===== config.mk =====
export PLATFORM = sky130hd
export DESIGN_NAME = dla_dot_ctrl
export DESIGN_NICKNAME = d
export VERILOG_FILES = /design/src/rtl/dla_dot_ctrl.sv
export SDC_FILE = /design/constraint.sdc
export NUM_CORES = 1
export LEC_CHECK = 0
export ABC_AREA = 1
export CORE_AREA = 5 5 238 240
export CTS_CLUSTER_SIZE = 16
export DETAILED_ROUTE_END_ITERATION = 16
export DIE_AREA = 0 0 243 245
export GPL_ROUTABILITY_DRIVEN = 0
export GPL_TIMING_DRIVEN = 0
export SYNTH_ARGS = -nofsm -noshare
export SYNTH_HDL_FRONTEND = slang
export SYNTH_SLANG_ARGS = --single-unit

===== constraint.sdc =====
create_clock -name dla_core_clk -period 4.35 [get_ports dla_core_clk]
set_input_delay 0.87 -clock dla_core_clk [delete_from_list [all_inputs] [get_ports dla_core_clk]]
set_output_delay 0.87 -clock dla_core_clk [all_outputs]
set_load 0.05 [all_outputs]

===== src/rtl/dla_dot_ctrl.sv =====
// dla_dot_ctrl: per-command sequencer for the 8-lane dot-product datapath.
// Streams operand beats, tracks datapath latency with a tag pipe, and accumulates the beat sums.
module dla_dot_ctrl #(
  parameter int MAC_LAT = 3,
  parameter int LEN_W   = 8,
  parameter int ACC_W   = 48
) (
  input  logic             dla_core_clk,
  input  logic             dla_reset,
  input  logic             start,
  input  logic [LEN_W-1:0] len,
  output logic             busy,
  input  logic             in_valid,
  output logic             in_ready,
  input  logic [127:0]     a_vec,
  input  logic [127:0]     b_vec,
  output logic [127:0]     mac_a,
  output logic [127:0]     mac_b,
  input  logic [34:0]      result_top,
  output logic             res_valid,
  input  logic             res_ready,
  output logic [ACC_W-1:0] res_data,
  output logic             res_ovf
);
  typedef enum logic [1:0] {IDLE, LOAD, DRAIN, DONE} state_t;
  state_t state_q, state_d;
  logic [LEN_W-1:0] len_q, len_d, sent_q, sent_d, rcv_q, rcv_d;
  logic [ACC_W-1:0] acc_q, acc_d, addend, sum;
  logic ovf_q, ovf_d, accept, fire;
  logic [127:0] mac_a_q, mac_a_d, mac_b_q, mac_b_d;
  logic [MAC_LAT-1:0] tag_q, tag_d;
  logic [MAC_LAT:0] tag_ext;
  assign in_ready  = state_q == LOAD;
  assign busy      = state_q != IDLE;
  assign res_valid = state_q == DONE;
  assign res_data  = acc_q;
  assign res_ovf   = ovf_q;
  assign mac_a     = mac_a_q;
  assign mac_b     = mac_b_q;
  assign accept    = in_ready && in_valid;
  assign fire      = tag_q[MAC_LAT-1];
  assign addend    = ACC_W'($signed(result_top));
  assign sum       = acc_q + addend;
  // one extra bit keeps the shift expressible when MAC_LAT is 1
  assign tag_ext   = {tag_q, accept};
  assign tag_d     = tag_ext[MAC_LAT-1:0];
  always_comb begin
    state_d = state_q;
    len_d   = len_q;
    sent_d  = sent_q;
    rcv_d   = fire ? rcv_q + LEN_W'(1) : rcv_q;
    acc_d   = fire ? sum : acc_q;
    ovf_d   = ovf_q | (fire && acc_q[ACC_W-1] == addend[ACC_W-1] && sum[ACC_W-1] != acc_q[ACC_W-1]);
    mac_a_d = accept ? a_vec : '0;
    mac_b_d = accept ? b_vec : '0;
    case (state_q)
      IDLE: if (start) begin
        len_d   = len;
        sent_d  = '0;
        rcv_d   = '0;
        acc_d   = '0;
        ovf_d   = 1'b0;
        state_d = len == '0 ? DONE : LOAD;
      end
      LOAD: if (accept) begin
        sent_d  = sent_q + LEN_W'(1);
        state_d = sent_d == len_q ? DRAIN : LOAD;
      end
      DRAIN: state_d = rcv_q == len_q ? DONE : DRAIN;
      DONE: state_d = res_ready ? IDLE : DONE;
      default: state_d = IDLE;
    endcase
  end
  always_ff @(posedge dla_core_clk) begin
    if (!dla_reset) begin
      state_q <= IDLE;
      len_q   <= '0;
      sent_q  <= '0;
      rcv_q   <= '0;
      acc_q   <= '0;
      ovf_q   <= 1'b0;
      mac_a_q <= '0;
      mac_b_q <= '0;
      tag_q   <= '0;
    end else begin
      state_q <= state_d;
      len_q   <= len_d;
      sent_q  <= sent_d;
      rcv_q   <= rcv_d;
      acc_q   <= acc_d;
      ovf_q   <= ovf_d;
      mac_a_q <= mac_a_d;
      mac_b_q <= mac_b_d;
      tag_q   <= tag_d;
    end
  end
endmodule


==> results of run 1 <==
## power breakdown
part	switching (uW)	internal, uW	total [uW]	leakage (uW)
clock network	1390	1980	3370	0.000654
registers	48.2	3160	3210	0.00271
logic	780	520	1300	0.00766
total	2220	5670	7890	0.0110
## through the flow
step,cells,area [um^2]
after floorplan,2077,14500
after CTS,3460,22800
final,3468,22800
after global routing,3464,22800
after detailed placement,3392,21500
after global placement,3392,21500
## worst max-delay path, cell delays in order
cell and delay, ps:
clkdlybuf4s50_1 740, ha_1 600, nand2_1 140, nor2_2 220
nand2_1 100, nor3_1 310, nand4_1 250, nand4_1 160
nand3_1 100, nand2_1 100, inv_1 40
## worst max path at each step
stage	startpoint	endpoint	cells past startpoint
3_5_place_dp	result_top[34]	res_data[39]	11
3_3_place_gp	result_top[34]	res_data[42]	13
5_1_grt	result_top[34]	res_data[43]	13
4_1_cts	state_q[0]	busy	3
2_1_floorplan	result_top[0]	res_data[28]	14
6_report	result_top[34]	res_data[39]	11
## sequential cells by signal (all words and copies together), names as in the netlist
register,cells
res_ovf,1
mac_b,128
len_q,8
rcv_q,8
sent_q,8
tag_q,3
res_data,48
mac_a,128
state_q,2
## routing by layer
layer | part of all wire [%] | wire, um
met5 | 0.31 | 199
met2 | 48 | 30900
met4 | 4.6 | 2930
met3 | 10 | 6690
met1 | 36 | 23400
## kinds of logic after synthesis
kind of cell | after synthesis | synth area share [%]
compound gates | 171 | 6.60
fa+ha+maj | 50 | 4.38
simple gates | 957 | 27.2
xor+xnor | 18 | 1.09
buf+inv | 547 | 14.5
flops | 334 | 46.3
## layout make-up
class                   instances  area (um^2)  area share (%)
flip-flops and latches        334         6690            29.3
repair buffers                611         6120            26.8
multi-input cells            1196         5670            24.9
inverters                     501         1880            8.25
clock buffers                  55         1150            5.04
well taps                     704          881            3.86
plain buffers                  46          215           0.944
clock inverters                13          176           0.774
diodes                          8         20.0          0.0878
## layout by cell type (no fill, tap or decap), types with 16 or more instances in the layout
cell type,synthesis,final
o21ai_0,44,44
dfxtp_1,334,334
nand3_1,82,82
clkbuf_16,0,41
a21oi_1,76,76
clkdlybuf4s50_1,0,611
inv_1,486,486
clkbuf_1,9,16
nor3_1,17,17
nand2_1,361,361
ha_1,49,49
buf_2,34,34
nor2_1,423,423
nand4_1,25,25
==> impl_results.rst, run 1 <==
.. list-table::
   :header-rows: 1

   * - Metric
     - Value
   * - Yosys warnings
     - 0
   * - Count of buffers added by post-CTS timing repair for setup
     - 0
   * - Global route hottest layer
     - met2
   * - I/O pin count
     - between 600 and 700
   * - Post-synth top area cell
     - dfxtp_1
   * - Async S/R FF share, synth
     - 0%
   * - Startpoint of the lowest-slack hold path
     - tag_q[0]
   * - Initial core utilization
     - 26.6%
   * - Reg-to-reg endpoint
     - res_data[46]
   * - Leakage power
     - between 0.01 and 0.015 uW
   * - Synthesis-to-finish area growth
     - 57.7%
   * - Remaining design rule violation count
     - 0
   * - Status
     - finished, final reports clean
   * - Cells after synthesis
     - slightly above 2000
   * - Total power of the final layout
     - about 7900 uW
   * - Maximum number of pins on one net before global-route repair
     - 16
   * - Power Density
     - 346 nW/um^2
   * - Number of iterations in the first detailed-routing pass
     - 6
   * - Critical setup path kind
     - in -> reg
   * - Number of nets in the layout
     - 3085
   * - Most used flip-flop cell after synthesis
     - dfxtp_1
   * - Sort of element at the start of the critical path
     - input port
   * - Insertion delay of the later-clocked pin in the worst-skew pair
     - ~580 ps
   * - Post-Syn Area
     - between 10000 and 15000 um^2
   * - Synth Net Count
     - 2431
   * - Clock skew after layout
     - just over 30 ps
   * - Hold Path Cell Cnt
     - 2
   * - Final hold violation count
     - 0
   * - IR drop worst, VDD
     - 0.333 mV
   * - Most instantiated cells after synthesis
     - inv_1 (486), nor2_1 (423), nand2_1 (361)
   * - Data required time of the worst path
     - 4800 ps
   * - Clock tree from TritonCTS
     - done
   * - Placement Rows
     - between 80 and 90
   * - Die area
     - between 50000 and 60000 um^2
   * - Number of distinct library cells after synthesis
     - 39
   * - Synth area leaders
     - dfxtp_1 (46%), inv_1 (13%), nor2_1 (11%)
   * - Area inside the core boundary
     - roughly 54000 um^2
   * - Avg Inst Size Synth
     - a little under 7 um^2
   * - Routed Antenna Nets
     - 0
   * - Routed via count
     - roughly 15000
   * - Worst relative slew slack
     - between 40 and 50%
   * - Number of enable-type register cells in the synthesized netlist
     - 0
   * - Per-cell via count in the routed design
     - 4.34
   * - Num CTS Buffers
     - 41
   * - Global-route wire length before repair
     - between 90000 and 100000 um
   * - Final max-slew violation count
     - 0
   * - Worst slack, placed
     - about 700 ps
   * - I/O Buffers
     - between 600 and 700
   * - Reg-to-reg slack, setup
     - 1950 ps
   * - Count of fill cells added during filler insertion
     - approximately 5600
   * - Portion of synthesized cell area occupied by the leading cell type
     - 46.3%
   * - Met2 track utilization from global routing
     - 35.0%
   * - Root Driver
     - clkbuf_16
   * - Most used standard cell by instance count after synthesis
     - inv_1
   * - Depth of the worst register-to-register path
     - 13
   * - Launch instance of the worst register-to-register path
     - res_data[0]
   * - Tot GR Track Use
     - 20.4%
   * - Critical path data arrival time
     - ~3600 ps
   * - Clock transition at the registers of the reported paths
     - 50 ps
   * - Transition time of the tightest slew-check pin
     - 829 ps
   * - Final worst-path cycle share
     - between 70% and 80%
   * - Fraction of final layout cells sized beyond drive strength 1
     - around 5.4%
   * - CTS hold repair buffers
     - 0
   * - Die Y-Extent
     - 245 um
   * - Maximum operating frequency
     - around 310 MHz
   * - Post-DR wirelength/cell
     - 18.5 um
   * - Synthesis-stage register bit count
     - 334
   * - Post-layout util
     - a little over two fifths
   * - Final setup viols
     - 0
   * - RSZ-0062 raised after global routing
     - false
   * - GRT met1 Usage
     - 22.0%
   * - Share of synthesized area occupied by flip-flops and latches
     - 46.3%
   * - CP Capture Type
     - register
   * - Iter 0 DRT Violations
     - 907
   * - Post-DP HPWL
     - between 50000 and 60000 um
   * - Remaining global-route overflow
     - 0
   * - Via count of the first global-routing pass
     - between 10000 and 15000
   * - Largest buffer count on any clock path
     - 3
   * - Sink of the worst hold path
     - tag_q[1]
   * - Worst min-delay path class
     - reg -> reg
   * - Die extent in x
     - between 200 and 250 um
   * - Reported max-cap violation count
     - 0
   * - Time the final worst path needs with I/O delays and setup
     - roughly 3200 ps
   * - GR Util met3
     - 8.70%
   * - Total Routed Length
     - between 60000 and 70000 um
   * - Max Fanout on Critical Path
     - 15
   * - Post-cts resize count
     - 0
   * - Deepest level of the CTS H-tree
     - 2
   * - Setup WS post-layout
     - 1170 ps
   * - Hold slack final
     - about 410 ps
   * - Setup TNS
     - 0 ps
   * - Antenna violations before repair
     - 35
   * - Number of clock sinks
     - around 330
No activity file was read; power rests on OpenSTA's default activity.
==> inputs of run 2 (changes only) <==
--- a/config.mk
+++ b/config.mk
@@ -6,10 +6,10 @@
 export NUM_CORES = 1
 export LEC_CHECK = 0
 export ABC_AREA = 1
-export CORE_AREA = 5 5 238 240
+export CORE_AREA = 5 5 232 234
 export CTS_CLUSTER_SIZE = 16
 export DETAILED_ROUTE_END_ITERATION = 16
-export DIE_AREA = 0 0 243 245
+export DIE_AREA = 0 0 237 239
 export GPL_ROUTABILITY_DRIVEN = 0
 export GPL_TIMING_DRIVEN = 0
 export SYNTH_ARGS = -nofsm -noshare
==> constraint.sdc (replaced) <==
create_clock -name dla_core_clk -period 3.1 [get_ports dla_core_clk]
set_input_delay 0.62 -clock dla_core_clk [delete_from_list [all_inputs] [get_ports dla_core_clk]]
set_output_delay 0.62 -clock dla_core_clk [all_outputs]
set_load 0.05 [all_outputs]
==> run 2 against run 1 <==
Against the previous run:
- utilization rose by 2.1 points
- final cell count shrank 0.55%
- register-to-register slack got worse by 1200 ps
- die area shrank 4.9%
- sequential share of layout area hardly changed
- combinational power grew 40%
- critical endpoint is now in_ready
- sequential power rose by 40%
- via count is 0.81% lower
- non-clock buffer count is the same
- critical path type is now reg -> out
- largest power group unchanged
==> impl_results.rst, run 2 (synthesized netlist as in run 1, its figures left out) <==
.. list-table::
   :header-rows: 1

   * - Metric
     - Value
   * - Status
     - finished, final reports clean
   * - Die Y-Extent
     - 239 um (-2.4%)
   * - Via count of the first global-routing pass
     - 14385 (-3.2%)
   * - CP Capture Type
     - primary output
   * - Final max-slew violation count
     - 0 (unchanged)
   * - Number of iterations in the first detailed-routing pass
     - 5 (-1)
   * - Die area
     - 56600 um^2 (-4.9%)
   * - Slowest Stage Delay on Critical Path
     - 820 ps (+80 ps)
   * - Post-DR wirelength/cell
     - 18.3 um (-0.75%)
   * - Initial core utilization
     - 27.9% (+1.3 points)
   * - Reported max-cap violation count
     - 0 (unchanged)
   * - Placement Rows
     - 84 (-2.3%)
   * - Clock transition at the registers of the reported paths
     - 60 ps (about the same)
   * - Category of cells accounting for the largest share of critical-path delay
     - buffers and inverters
   * - Power Density
     - 489 nW/um^2 (+41%)
   * - Series of cell instances along the critical path
     - nand2_2 > inv_1 > clkdlybuf4s50_1
   * - Tot GR Track Use
     - 20.9% (+0.57 points)
   * - Worst relative slew slack
     - 51.7% (+7.0 points)
   * - I/O pin count
     - 612 (unchanged)
   * - Total Routed Length
     - 63300 um (-1.3%)
   * - Final setup viols
     - 0 (unchanged)
   * - Area inside the core boundary
     - 51800 um^2 (-4.8%)
   * - Post-cts resize count
     - 0 (unchanged)
   * - I/O Buffers
     - 611 (unchanged)
   * - Worst min-delay path class
     - reg -> reg
   * - Critical path data arrival time
     - 2000 ps (-1630 ps)
   * - Remaining design rule violation count
     - 0 (unchanged)
   * - Maximum number of pins on one net before global-route repair
     - 16 (unchanged)
   * - Data required time of the worst path
     - 2480 ps (-2320 ps)
   * - Max Fanout on Critical Path
     - 5 (-10)
   * - Global-route wire length before repair
     - 89800 um (-2.4%)
   * - Most common cell after layout, fill and taps aside
     - clkdlybuf4s50_1
   * - Crit path launch
     - state_q[0]
   * - Fraction of final layout cells sized beyond drive strength 1
     - 5.55% (+0.18 points)
   * - Startpoint of the lowest-slack hold path
     - tag_q[0]
   * - Num CTS Buffers
     - 40 (-2.4%)
   * - Leakage power
     - 0.0110 uW (+0.11%)
   * - Count of buffers added by post-CTS timing repair for setup
     - 0 (unchanged)
   * - Final worst-path cycle share
     - 84.6%
   * - Largest buffer count on any clock path
     - 3 (unchanged)
   * - IR drop worst, VDD
     - 0.396 mV (+19%)
   * - Insertion delay of the later-clocked pin in the worst-skew pair
     - 560 ps (-20 ps)
   * - Routed Antenna Nets
     - 0 (unchanged)
   * - Remaining global-route overflow
     - 0 (unchanged)
   * - Number of clock sinks
     - 334 (unchanged)
   * - RSZ-0062 raised after global routing
     - false
   * - Die extent in x
     - 237 um (-2.5%)
   * - Clock skew after layout
     - 18.0 ps (-12.2 ps)
   * - Reg-to-reg slack, setup
     - 710 ps (-1240 ps)
   * - Total power of the final layout
     - 11200 uW (+41%)
   * - Maximum operating frequency
     - 381 MHz
   * - Depth of the worst register-to-register path
     - 13 (unchanged)
   * - Hold slack final
     - 413 ps (-1.75 ps)
   * - Critical setup path kind
     - reg -> out
   * - Reg-to-reg endpoint
     - res_data[28]
   * - Launch instance of the worst register-to-register path
     - res_data[0]
   * - Iter 0 DRT Violations
     - 920 (+1.4%)
   * - CTS hold repair buffers
     - 0 (unchanged)
   * - Number of nets in the layout
     - 3084 (-0.032%)
   * - Per-cell via count in the routed design
     - 4.33 (-0.26%)
   * - Deepest level of the CTS H-tree
     - 2 (unchanged)
   * - Clock tree from TritonCTS
     - done
   * - Commonest cells after routing, fill and taps aside
     - clkdlybuf4s50_1 (610), inv_1 (486), nor2_1 (423)
   * - Root Driver
     - clkbuf_16
   * - Routed via count
     - 14927 (-0.81%)
   * - Sort of element at the start of the critical path
     - register
   * - Transition time of the tightest slew-check pin
     - 724 ps (-105 ps)
   * - Synthesis-to-finish area growth
     - 57.7% (about the same)
   * - Cell type of the slowest stage on the worst timing path
     - clkdlybuf4s50_1
   * - Final hold violation count
     - 0 (unchanged)
   * - Post-DP HPWL
     - 53600 um (-1.6%)
   * - CP Buf/Inv Count
     - 2 (unchanged)
   * - Sink of the worst hold path
     - tag_q[1]
   * - Antenna violations before repair
     - 23 (-34%)
   * - Setup TNS
     - 0 ps (unchanged)
   * - Time the final worst path needs with I/O delays and setup
     - between 2000 and 3000 ps
   * - Hold Path Cell Cnt
     - 2 (unchanged)
run 2: cell types whose count changed in the layout (fill, tap and decap cells not counted), sizes merged:
| cell | previous run | this run |
|---|---|---|
| clkbuf | 64 | 60 |
| diode | 8 | 4 |
| bufinv | 2 | 3 |
| clkinvlp | 0 | 4 |
| inv | 502 | 501 |
| clkinv | 10 | 11 |
| dlymetal6s2s | 0 | 1 |
| clkdlybuf4s50 | 611 | 610 |
run 2: cell type report:
| cell class | count | area (um^2) |
|---|---|---|
| diodes | 4 | 10.0 |
| plain buffers | 46 | 215 |
| clock buffers | 51 | 1130 |
| clock inverters | 18 | 223 |
| fillers | 5245 | 29000 |
| inverters | 501 | 1880 |
| multi-input cells | 1196 | 5670 |
| flip-flops and latches | 334 | 6690 |
| well taps | 688 | 861 |
| repair buffers | 611 | 6120 |
run 2: power breakdown:
group / switching, uW / internal, uW / total (uW)
Combinational: 1090 / 730 / 1820
Sequential: 66.8 / 4440 / 4500
Clock: 1970 / 2850 / 4830
Total: 3130 / 8020 / 11200
run 2: worst reg2reg max path, delay by kind of cell (launching register included):
family | cells | cell delay, ps
compound gates | 2 | 380
flops | 1 | 360
buf+inv | 2 | 130
fa+ha+maj | 2 | 570
simple gates | 7 | 840
run 2: worst max path at each step:
stage	end	slack, ps	cells past startpoint
2_1_floorplan	res_data[28]	930	14
3_3_place_gp	res_data[42]	-300	13
3_5_place_dp	res_data[42]	-340	13
4_1_cts	res_data[42]	240	13
5_1_grt	res_data[40]	340	15
6_report	in_ready	480	3
run 2: routing by layer:
layer | vias up | GRT usage (%) | wire (um) | share of wire, %
met5 | - | 0 | 213 | 0.34
met4 | 30 | 5.33 | 1650 | 2.6
met3 | 117 | 7.49 | 5730 | 9.1
met2 | 547 | 36.4 | 31000 | 49
met1 | 6747 | 24.7 | 24700 | 39
li1 | 7486 | - | - | -
run 2: through the flow:
step	instance area [um^2]	instances	setup WS, ps	util (%)
6_report	22800	3449	477	44.0
5_1_grt	22800	3445	341	44.0
4_1_cts	22800	3445	241	44.0
3_5_place_dp	21400	3376	-337	41.4
3_3_place_gp	21400	3376	-297	41.4
2_1_floorplan	14500	2077	934	-
==> inputs of run 3 (changes only) <==
==> constraint.sdc (replaced) <==
create_clock -name dla_core_clk -period 2.55 [get_ports dla_core_clk]
set_input_delay 0.51 -clock dla_core_clk [delete_from_list [all_inputs] [get_ports dla_core_clk]]
set_output_delay 0.51 -clock dla_core_clk [all_outputs]
set_load 0.05 [all_outputs]
==> run 3 against run 2 <==
Against the previous run:
- hold slack hardly changed
- wire length hardly changed
- clock power rose by 21%
- utilization barely moved
- combinational power rose by 21%
- setup slack got worse by 370 ps
- via count up 0.40%
- clock skew decreased by 2.3 ps
- final cell count unchanged
- sequential cell count unchanged
- critical endpoint is now res_data[1]
==> impl_results.rst, run 3 (synthesized netlist as in run 1, its figures left out) <==
.. list-table::
   :header-rows: 1

   * - Metric
     - Value
   * - Status
     - finished, final reports clean
   * - Time the final worst path needs with I/O delays and setup
     - 2440 ps
   * - Root Driver
     - clkbuf_16
   * - Count of fill cells added during filler insertion
     - 5243 (-0.038%)
   * - Remaining global-route overflow
     - 0 (unchanged)
   * - Post-detailed-placement cell area
     - 21400 um^2 (unchanged)
   * - Initial core utilization
     - 27.9% (unchanged)
   * - Final worst-path cycle share
     - 95.8%
   * - Critical setup path kind
     - reg -> out
   * - Via count of the first global-routing pass
     - 14393 (+0.056%)
   * - Power Internal
     - 9750 uW (+22%)
   * - Area inside the core boundary
     - 51800 um^2 (unchanged)
   * - Routed Antenna Nets
     - 0 (unchanged)
   * - Series of cell instances along the critical path
     - clkdlybuf4s50_1
   * - Number of iterations in the first detailed-routing pass
     - 5 (unchanged)
   * - Total Routed Length
     - 63300 um (about the same)
   * - I/O pin count
     - 612 (unchanged)
   * - Fraction of final layout cells sized beyond drive strength 1
     - 5.69% (+0.15 points)
   * - IR drop worst, VDD
     - 0.480 mV (+21%)
   * - Sw frac
     - 28.0% (-0.057 points)
   * - CP Capture Type
     - primary output
   * - Die area
     - 56600 um^2 (unchanged)
   * - Number of clock sinks
     - 334 (unchanged)
   * - Commonest cells after routing, fill and taps aside
     - clkdlybuf4s50_1 (606), inv_1 (486), nor2_1 (423)
   * - Post-layout util
     - 44.0% (about the same)
   * - Antenna violations before repair
     - 23 (unchanged)
   * - Final max-slew violation count
     - 0 (unchanged)
   * - Worst min-delay path class
     - reg -> reg
   * - Number of nets in the layout
     - 3084 (unchanged)
   * - Power share of the clock group
     - 43.2% (about the same)
   * - Footprint of the multi-input gates
     - 5690 um^2 (+0.31%)
   * - Final setup viols
     - 0 (unchanged)
   * - Clock tree from TritonCTS
     - done
   * - Largest buffer count on any clock path
     - 3 (unchanged)
   * - Clock skew after layout
     - 15.7 ps (-2.33 ps)
   * - Switching power of the nets
     - 3790 uW (+21%)
   * - Placement Rows
     - 84 (unchanged)
   * - Deepest level of the CTS H-tree
     - 2 (unchanged)
   * - Routed via count
     - 14987 (+0.40%)
   * - Per-cell via count in the routed design
     - 4.35 (+0.40%)
   * - Die extent in x
     - 237 um (unchanged)
   * - Area occupied by registers
     - 6690 um^2 (unchanged)
   * - CTS hold repair buffers
     - 0 (unchanged)
   * - Data required time of the worst path
     - 2040 ps (-440 ps)
   * - RSZ-0062 raised after global routing
     - false
   * - Sort of element at the start of the critical path
     - register
   * - Worst relative slew slack
     - 50.9% (-0.85 points)
   * - Most common cell after layout, fill and taps aside
     - clkdlybuf4s50_1
   * - Final hold violation count
     - 0 (unchanged)
   * - Post-route cell area
     - 22800 um^2 (about the same)
   * - Iter 0 DRT Violations
     - 930 (+1.1%)
   * - Synthesis-to-finish area growth
     - 57.8% (about the same)
   * - Slowest Stage Delay on Critical Path
     - 890 ps (+70 ps)
   * - Clock transition at the registers of the reported paths
     - 60 ps (about the same)
   * - Insertion delay of the later-clocked pin in the worst-skew pair
     - 560 ps (about the same)
   * - Power Density
     - 594 nW/um^2 (+21%)
   * - Max Fanout on Critical Path
     - 4 (-1)
   * - Maximum operating frequency
     - around 400 MHz
   * - Category of cells accounting for the largest share of critical-path delay
     - buffers and inverters
   * - Transition time of the tightest slew-check pin
     - 737 ps (+12.8 ps)
   * - Hold slack final
     - 413 ps (+0.0500 ps)
   * - Leakage power
     - 0.0111 uW (+0.18%)
   * - Critical path data arrival time
     - 1930 ps (-70 ps)
   * - Remaining design rule violation count
     - 0 (unchanged)
   * - CP Buf/Inv Count
     - 1 (-1)
   * - Post-DR wirelength/cell
     - 18.3 um (about the same)
   * - Part of the total power dissipated in sequential elements
     - 40.4% (about the same)
   * - Maximum number of pins on one net before global-route repair
     - 16 (unchanged)
   * - I/O Buffers
     - 611 (unchanged)
   * - Cell type of the slowest stage on the worst timing path
     - clkdlybuf4s50_1
   * - Tot GR Track Use
     - 20.9% (about the same)
   * - Num CTS Buffers
     - 40 (unchanged)
   * - Reported max-cap violation count
     - 0 (unchanged)
   * - Die Y-Extent
     - 239 um (unchanged)
   * - Post-DP HPWL
     - 53600 um (unchanged)
   * - Part of the total power dissipated in combinational logic
     - 16.3% (about the same)
   * - Global-route wire length before repair
     - 89800 um (about the same)
run 3: layout make-up:
class / instances / share of cell area (%)
timing repair buffer: 611 / 26.8
clock buffer: 51 / 4.97
sequential: 334 / 29.3
multi-input combinational: 1196 / 25.0
buffer: 46 / 0.943
clock inverter: 18 / 0.976
tap: 688 / 3.77
antenna: 4 / 0.0439
inverter: 501 / 8.24
run 3: routing by layer:
metal / global-route usage (%) / part of all wire (%) / vias up
met1: 24.6 / 39 / 6806
met5: 0 / 0.34 / -
met3: 7.50 / 9.0 / 116
met2: 36.4 / 49 / 546
li1: - / - / 7489
met4: 5.42 / 2.7 / 30
run 3: repair_timing:
action | 4_1_cts | 5_1_grt
endpoints found under the setup margin | 11 | 9
cloned | 0 | 0
buffers inserted | 0 | 0
endpoints found under the hold margin | 0 | 0
resized for setup | 4 | 7
run 3: path summary, 6_finish.rpt:
| kind | from | to | slack [ps] | cells past startpoint |
|---|---|---|---|---|
| worst max-delay path | res_data[1] | res_data[1] | 110 | 1 |
| worst min-delay path | tag_q[0] | tag_q[1] | 410 | 2 |
| worst max register to register | res_data[0] | res_data[28] | 210 | 13 |
| worst min register to register | tag_q[0] | tag_q[1] | 410 | 2 |
run 3: power by group through the flow:
stage | Sequential (uW) | Combinational (uW) | Clock (uW)
CTS | 5480 | 2220 | 6010
finish | 5480 | 2210 | 5850
floorplan | 6110 | 604 | 0
global placement | 5590 | 2200 | 0
detailed placement | 5590 | 2220 | 0
global route | 5490 | 2350 | 6220
run 3: through the flow:
stage,power [uW],setup TNS [ps],std cells,setup WS [ps]
CTS,13700,0,3445,38.2
global placement,7790,-14900,3376,-737
finish,13500,0,3449,108
floorplan,6720,0,2077,408
global route,14100,0,3445,28.4
detailed placement,7810,-15940,3376,-777
